[src/rtl/mmio_bus.sv]
// -----------------------------------------------------------------------------
// mmio_bus
// Memory-mapped I/O fabric between the CPU data port and the RAM.
//
// The address MSB selects the region: 0 = RAM, 1 = I/O.
// All I/O offsets below are relative to the start of the I/O region (0x100).
//   0x00+k : output register k, read/write
//   0x40+k : synchronised input k, read-only, zero-extended
//   0x60+k : change flag k in bit 0, read-clear
//   0x80   : free-running cycle counter, read; a write loads it
// Every other I/O offset is unmapped.
//
// All read data has a uniform latency of one cycle.
//
// Ports
//   clk         clock; all state updates on the rising edge
//   reset       asynchronous active-low reset
//   mem_addr    CPU address
//   mem_cmd     CPU command: 00 none, 01 read, 10 write, 11 illegal
//   write_data  CPU write data
//   read_data   read data, valid the cycle after the read command
//   ram_addr    RAM address (low RAM_AW bits of mem_addr)
//   ram_din     RAM write data (equal to write_data)
//   ram_we      RAM write enable (combinational)
//   ram_dout    synchronous RAM read data, one-cycle latency
//   in_ports    asynchronous input channels, channel k at [k*IN_W +: IN_W]
//   out_ports   output register contents, same packing as in_ports
//   bad_access  sticky error flag; cleared only by reset
// -----------------------------------------------------------------------------
module mmio_bus #(
  parameter int ADDR_W  = 9,
  parameter int DATA_W  = 16,
  parameter int RAM_AW  = 8,
  parameter int NUM_OUT = 2,
  parameter int NUM_IN  = 2,
  parameter int OUT_W   = 8,
  parameter int IN_W    = 8
) (
  input  logic                      clk,
  input  logic                      reset,
  input  logic [ADDR_W-1:0]         mem_addr,
  input  logic [1:0]                mem_cmd,
  input  logic [DATA_W-1:0]         write_data,
  output logic [DATA_W-1:0]         read_data,
  output logic [RAM_AW-1:0]         ram_addr,
  output logic [DATA_W-1:0]         ram_din,
  output logic                      ram_we,
  input  logic [DATA_W-1:0]         ram_dout,
  input  logic [NUM_IN*IN_W-1:0]    in_ports,
  output logic [NUM_OUT*OUT_W-1:0]  out_ports,
  output logic                      bad_access
);

  localparam int OFF_W    = ADDR_W - 1;
  localparam int OFF_IN   = 64;   // 0x40
  localparam int OFF_FLAG = 96;   // 0x60
  localparam int OFF_CNT  = 128;  // 0x80

  // ---------------------------------------------------------------------------
  // Command and region decode
  // ---------------------------------------------------------------------------
  logic             rd_s;
  logic             wr_s;
  logic             ill_s;
  logic             io_sel_s;
  logic [OFF_W-1:0] io_off_s;

  assign rd_s     = (mem_cmd == 2'b01);
  assign wr_s     = (mem_cmd == 2'b10);
  assign ill_s    = (mem_cmd == 2'b11);
  assign io_sel_s = mem_addr[ADDR_W-1];
  assign io_off_s = mem_addr[ADDR_W-2:0];

  assign ram_addr = mem_addr[RAM_AW-1:0];
  assign ram_din  = write_data;
  // The illegal command decodes as neither read nor write, so it can never
  // reach the RAM or any register.
  assign ram_we   = wr_s & ~io_sel_s;

  logic [NUM_OUT-1:0] out_hit_s;
  logic [NUM_IN-1:0]  in_hit_s;
  logic [NUM_IN-1:0]  flag_hit_s;
  logic               cnt_hit_s;
  logic               wr_mapped_s;

  // Per-channel I/O address match
  always_comb begin
    out_hit_s  = {NUM_OUT{1'b0}};
    in_hit_s   = {NUM_IN{1'b0}};
    flag_hit_s = {NUM_IN{1'b0}};
    for (int k = 0; k < NUM_OUT; k++) begin
      out_hit_s[k] = io_sel_s && (io_off_s == OFF_W'(k));
    end
    for (int k = 0; k < NUM_IN; k++) begin
      in_hit_s[k]   = io_sel_s && (io_off_s == OFF_W'(OFF_IN + k));
      flag_hit_s[k] = io_sel_s && (io_off_s == OFF_W'(OFF_FLAG + k));
    end
  end

  assign cnt_hit_s   = io_sel_s && (io_off_s == OFF_W'(OFF_CNT));
  // Only output registers and the counter accept writes.
  assign wr_mapped_s = (|out_hit_s) | cnt_hit_s;

  // ---------------------------------------------------------------------------
  // State
  // ---------------------------------------------------------------------------
  logic [NUM_OUT-1:0][OUT_W-1:0] out_q,   out_d;
  logic [NUM_IN-1:0][IN_W-1:0]   sync1_q, sync1_d;
  logic [NUM_IN-1:0][IN_W-1:0]   sync2_q, sync2_d;
  logic [NUM_IN-1:0][IN_W-1:0]   prev_q,  prev_d;
  logic [NUM_IN-1:0]             flag_q,  flag_d;
  logic [NUM_IN-1:0]             change_s;
  logic [DATA_W-1:0]             cnt_q,   cnt_d;
  logic [DATA_W-1:0]             io_rd_q, io_rd_d;
  logic                          rd_src_q, rd_src_d;
  logic                          bad_q,   bad_d;
  logic [DATA_W-1:0]             io_rdata_s;

  // Output register write
  always_comb begin
    out_d = out_q;
    for (int k = 0; k < NUM_OUT; k++) begin
      if (wr_s && out_hit_s[k]) begin
        out_d[k] = write_data[OUT_W-1:0];
      end else begin
        out_d[k] = out_q[k];
      end
    end
  end

  // Input synchroniser chain and change detection
  always_comb begin
    sync1_d  = in_ports;
    sync2_d  = sync1_q;
    prev_d   = sync2_q;
    change_s = {NUM_IN{1'b0}};
    for (int k = 0; k < NUM_IN; k++) begin
      change_s[k] = (sync2_q[k] != prev_q[k]);
    end
    // A read clears the flag, but a change in the same cycle wins.
    flag_d = (flag_q & ~(flag_hit_s & {NUM_IN{rd_s}})) | change_s;
  end

  // Cycle counter: a write replaces that cycle's increment
  always_comb begin
    if (wr_s && cnt_hit_s) begin
      cnt_d = write_data;
    end else begin
      cnt_d = cnt_q + DATA_W'(1);
    end
  end

  // I/O read mux; sources are one-hot so they are OR-combined, unmapped gives 0
  always_comb begin
    io_rdata_s = {DATA_W{1'b0}};
    for (int k = 0; k < NUM_OUT; k++) begin
      io_rdata_s = io_rdata_s | (out_hit_s[k] ? DATA_W'(out_q[k]) : {DATA_W{1'b0}});
    end
    for (int k = 0; k < NUM_IN; k++) begin
      io_rdata_s = io_rdata_s | (in_hit_s[k] ? DATA_W'(sync2_q[k]) : {DATA_W{1'b0}});
      io_rdata_s = io_rdata_s | (flag_hit_s[k] ? DATA_W'(flag_q[k]) : {DATA_W{1'b0}});
    end
    // The counter value seen is the one before this edge's increment.
    io_rdata_s = io_rdata_s | (cnt_hit_s ? cnt_q : {DATA_W{1'b0}});
  end

  // Read capture, source select and sticky error
  always_comb begin
    if (rd_s) begin
      rd_src_d = io_sel_s;
    end else begin
      rd_src_d = rd_src_q;
    end
    if (rd_s && io_sel_s) begin
      io_rd_d = io_rdata_s;
    end else begin
      io_rd_d = io_rd_q;
    end
    bad_d = bad_q | ill_s | (wr_s & io_sel_s & ~wr_mapped_s);
  end

  // State registers
  always_ff @(posedge clk or negedge reset) begin
    if (!reset) begin
      out_q    <= '0;
      sync1_q  <= '0;
      sync2_q  <= '0;
      prev_q   <= '0;
      flag_q   <= {NUM_IN{1'b0}};
      cnt_q    <= {DATA_W{1'b0}};
      io_rd_q  <= {DATA_W{1'b0}};
      rd_src_q <= 1'b0;
      bad_q    <= 1'b0;
    end else begin
      out_q    <= out_d;
      sync1_q  <= sync1_d;
      sync2_q  <= sync2_d;
      prev_q   <= prev_d;
      flag_q   <= flag_d;
      cnt_q    <= cnt_d;
      io_rd_q  <= io_rd_d;
      rd_src_q <= rd_src_d;
      bad_q    <= bad_d;
    end
  end

  // RAM data is already registered inside the RAM, so only the select is ours.
  assign read_data  = rd_src_q ? io_rd_q : ram_dout;
  assign out_ports  = out_q;
  assign bad_access = bad_q;

endmodule

[config.mk]
export PLATFORM = sky130hd
export DESIGN_NAME = mmio_bus
export DESIGN_NICKNAME = d
export VERILOG_FILES = /design/src/rtl/mmio_bus.sv
export SDC_FILE = /design/constraint.sdc
export NUM_CORES = 1
export LEC_CHECK = 0
export ABC_CLOCK_PERIOD_IN_PS = 3400
export BUFFER_PORTS_ARGS = -buffer_cell sky130_fd_sc_hd__buf_2
export CORE_UTILIZATION = 40
export DETAILED_ROUTE_END_ITERATION = 10
export HOLD_SLACK_MARGIN = 0.06
export PLACE_DENSITY = 0.76
export SYNTH_ARGS = -nofsm -noshare
export SYNTH_HDL_FRONTEND = slang
export SYNTH_SLANG_ARGS = --single-unit
[constraint.sdc]
create_clock -name clk -period 3.4 [get_ports clk]
set_clock_uncertainty 0.2 [all_clocks]
set_input_delay 0 -clock clk [delete_from_list [all_inputs] [get_ports clk]]
set_output_delay 0 -clock clk [all_outputs]
set_load 0.05 [all_outputs]
==> flow_metrics.py <==
metrics = {
    "power": {
        "vdd_ir_drop_max_v": 0.000268,
        "p_leak_nw": 2.70,
        "powerDensity_nw_per_um2": 460,
    },
    "finish": {
        "layout_common_cells": "buf_2 (117), dfrtp_1 (100), dlygate4sd3_1 (63), mux2_2 (40), nor2_1 (33)",
        "multi_input_area_sq_um": 1630,
        "nNetsFinal": 580,
        "final_cells": 659,
        "synthToLayoutAreaGrowth_pct": 31.4,
        "design_area_sq_um": 5770,
        "fillers": 880,
        "antenna_cells": 0,
        "final_common_cell": "buf_2",
        "drive_above_1_share_pct": 34.8,
        "register_area_sq_um": 2500,
    },
    "sta": {
        "worst_pin_slew_ns": 0.974,
        "post-route-period-util_pct": 93.0,
        "whs_ns": 0.0778,
        "hold_viol": 0,
        "rsz0062_at_grt": "no",
        "setup_viol": 0,
        "timing.fmax_ghz": 0.316,
        "final.min_clock_period_ns": 3.16,
        "tns_ns": 0,
        "maxSlewViolCount": 0,
        "relSlewSlack_pct": 35.1,
    },
    "detailed_routing": {
        "drc": 0,
        "drt_wl_total_um": 10900,
        "ant_nets": 0,
        "drt_iter0_drc": 161,
        "avgViaCountPerCell": 5.12,
        "post_drt_wl_per_cell_um": 16.5,
        "drt_pass1_iterations": 4,
        "via_count": 3377,
    },
    "global_routing": {
        "grt_pass1_vias": 3432,
        "grt_pass1_wl_um": 17500,
        "antenna_found_initial": 0,
        "gr-total-overflow": 0,
        "grt_usage_pct": 20.2,
        "grt_max_degree": 80,
    },
    "clock_network": {
        "path_clk_slew_ns": 0.11,
        "cts.sinks": 100,
        "root_buffer": "clkbuf_8",
        "cts_htree_levels": 3,
        "cts_tree": "built",
        "worstSkewPairLatency_ns": 0.37,
        "cts_buffers": 9,
        "cts.repair.resized": 0,
        "cts_max_path_buffers": 2,
    },
    "setup_path": {
        "r2r_slack_ns": 1.05,
        "worstPathArrival_ns": 3.28,
        "crit_chain": "dlygate4sd3_1, buf_2, or4_4, dlygate4sd3_1, nor3_4, nand3_1, a21oi_1, dlygate4sd3_1",
        "setup.worst_path.start_class": "input pin",
        "slowest_stage": "dlygate4sd3_1",
        "cp_slowest_stage_delay_ns": 0.66,
        "cpMostUsedCell": "dlygate4sd3_1",
        "cp.required_ns": 3.51,
        "crit_type": "input pin to flop",
        "endpoint_kind": "flop",
        "crit_path_max_fanout": 10,
    },
    "floorplan": {
        "core-area_sq_um": 10500,
        "dieArea_sq_um": 11400,
        "rows": 37,
        "fp.dieH_um": 107,
        "io_pins": 119,
        "die_x_um": 107,
        "initial_core_util_pct": 42.0,
    },
    "placed_design": {
        "placed_cells": 580,
        "place_area_sq_um": 4940,
        "gp_congestion": 0.825,
        "dpl.hpwl_um": 7260,
        "io_buffer_count": 118,
    },
    "synth": {
        "ys_seq_area_share_pct": 57.0,
        "synth_edf_count": 0,
        "syn_inst": 359,
        "ys_warn_count": 0,
        "synth_top_area_share_pct": 57.0,
        "synth-seq-cells": 100,
        "synth_area_leaders": "dfrtp_1 (57%), mux2_2 (10%), buf_4 (4.3%), xnor2_1 (4.0%), nor2_1 (2.8%)",
        "synth_area_leader_cell": "dfrtp_1",
        "async_reset_ff_share_pct": 100,
        "syn_nets": 421,
        "synth_cell_types": 42,
        "netlist_area_sq_um": 4390,
        "postSynthAreaPerCell_sq_um": 12.2,
        "synth_ff_type": "dfrtp_1",
    },
    "flow_run": {
        "drv_cap": 0,
    },
    "worst_hold_path": {
        "hold_path_class": "input pin to flop",
    },
    "status": {
        "status": "completed",
    },
}
power by group:
group          switching [mW]  total [mW]  internal (mW)
Combinational           0.313       0.531          0.218
Clock                   0.458       0.747          0.289
Sequential              0.100        1.38           1.28
final cells by class:
class	count	area share [%]
clock inverters	7	1.37
inverters	7	0.455
clock buffers	9	2.15
repair buffers	184	21.6
multi-input cells	216	28.2
flip-flops and latches	100	43.3
well taps	136	2.95
path summary, 6_finish.rpt:
check,from,to,cells after the start
max in group asynchronous,reset,sync1_q[7],3
min,in_ports[13],sync1_q[13],2
min reg2reg,sync1_q[5],prev_d[5],0
min in group asynchronous,reset,sync1_q[11],2
max,mem_addr[6],cnt_q[13],8
max reg2reg,cnt_q[0],cnt_q[14],6
through the flow:
step | power (mW) | util [%] | setup slack [ns]
after detailed placement | 1.88 | 47.2 | 1.30
after global routing | 2.77 | 55.2 | 0.113
after floorplan | 1.73 | - | 1.55
after CTS | 2.67 | 55.2 | 0.324
final | 2.66 | 55.2 | 0.237
after global placement | 1.86 | 47.2 | 1.35
flip-flops by register name, summed over array words and instances, names as in the netlist:
| signal | flops |
|---|---|
| bad_access | 1 |
| cnt_q | 16 |
| flag_q | 2 |
| io_rd_q | 16 |
| out_ports | 16 |
| prev_d | 16 |
| prev_q | 16 |
| rd_src_q | 1 |
| sync1_q | 16 |
metal layers:
| layer | global-route usage (%) | up-vias | part of all wire [%] |
|---|---|---|---|
| met4 | 8.22 | 0 | 2.6 |
| li1 | - | 1571 | - |
| met1 | 26.7 | 1644 | 45 |
| met3 | 3.89 | 22 | 5.5 |
| met2 | 32.7 | 140 | 47 |
| met5 | 0 | - | 0 |
critical path: cells and delay by family:
kind	cells	cell delay, ns
compound gates	1	0.17
buf+inv	4	1.99
simple gates	3	1.11
kinds of logic (layout without fill, tap and decap cells):
kind of cell    count (synthesis)  after routing  synth area share [%]
simple gates                   89             89                  10.9
fa+ha+maj                       1              1                 0.285
xor+xnor                       30             30                  5.98
flops                         100            100                  57.0
mux                            48             48                  12.1
buf+inv                        43            207                  6.01
compound gates                 48             48                  7.75
cells in the mapped netlist (2+ instances only):
library cell	count
nor4_1	8
o2bb2ai_1	6
dfrtp_1	100
xor2_1	10
a22o_1	9
inv_1	7
a221oi_1	6
nor2_1	33
nand3_1	11
nor2b_1	4
xnor2_1	20
buf_1	2
a21oi_1	16
buf_4	25
a21o_1	2
nand4_1	8
nand3b_1	2
nor3_1	6
mux2_2	40
mux2i_1	8
nand2_1	5
and3_1	2
o21ai_0	3
a31oi_1	2
clkbuf_1	7
timing repair:
action | in CTS | in global routing
hold buffers | 63 | 0
endpoints found under the hold margin | 137 | 0
setup buffers | 0 | 0
No activity file was read; power rests on OpenSTA's default activity.
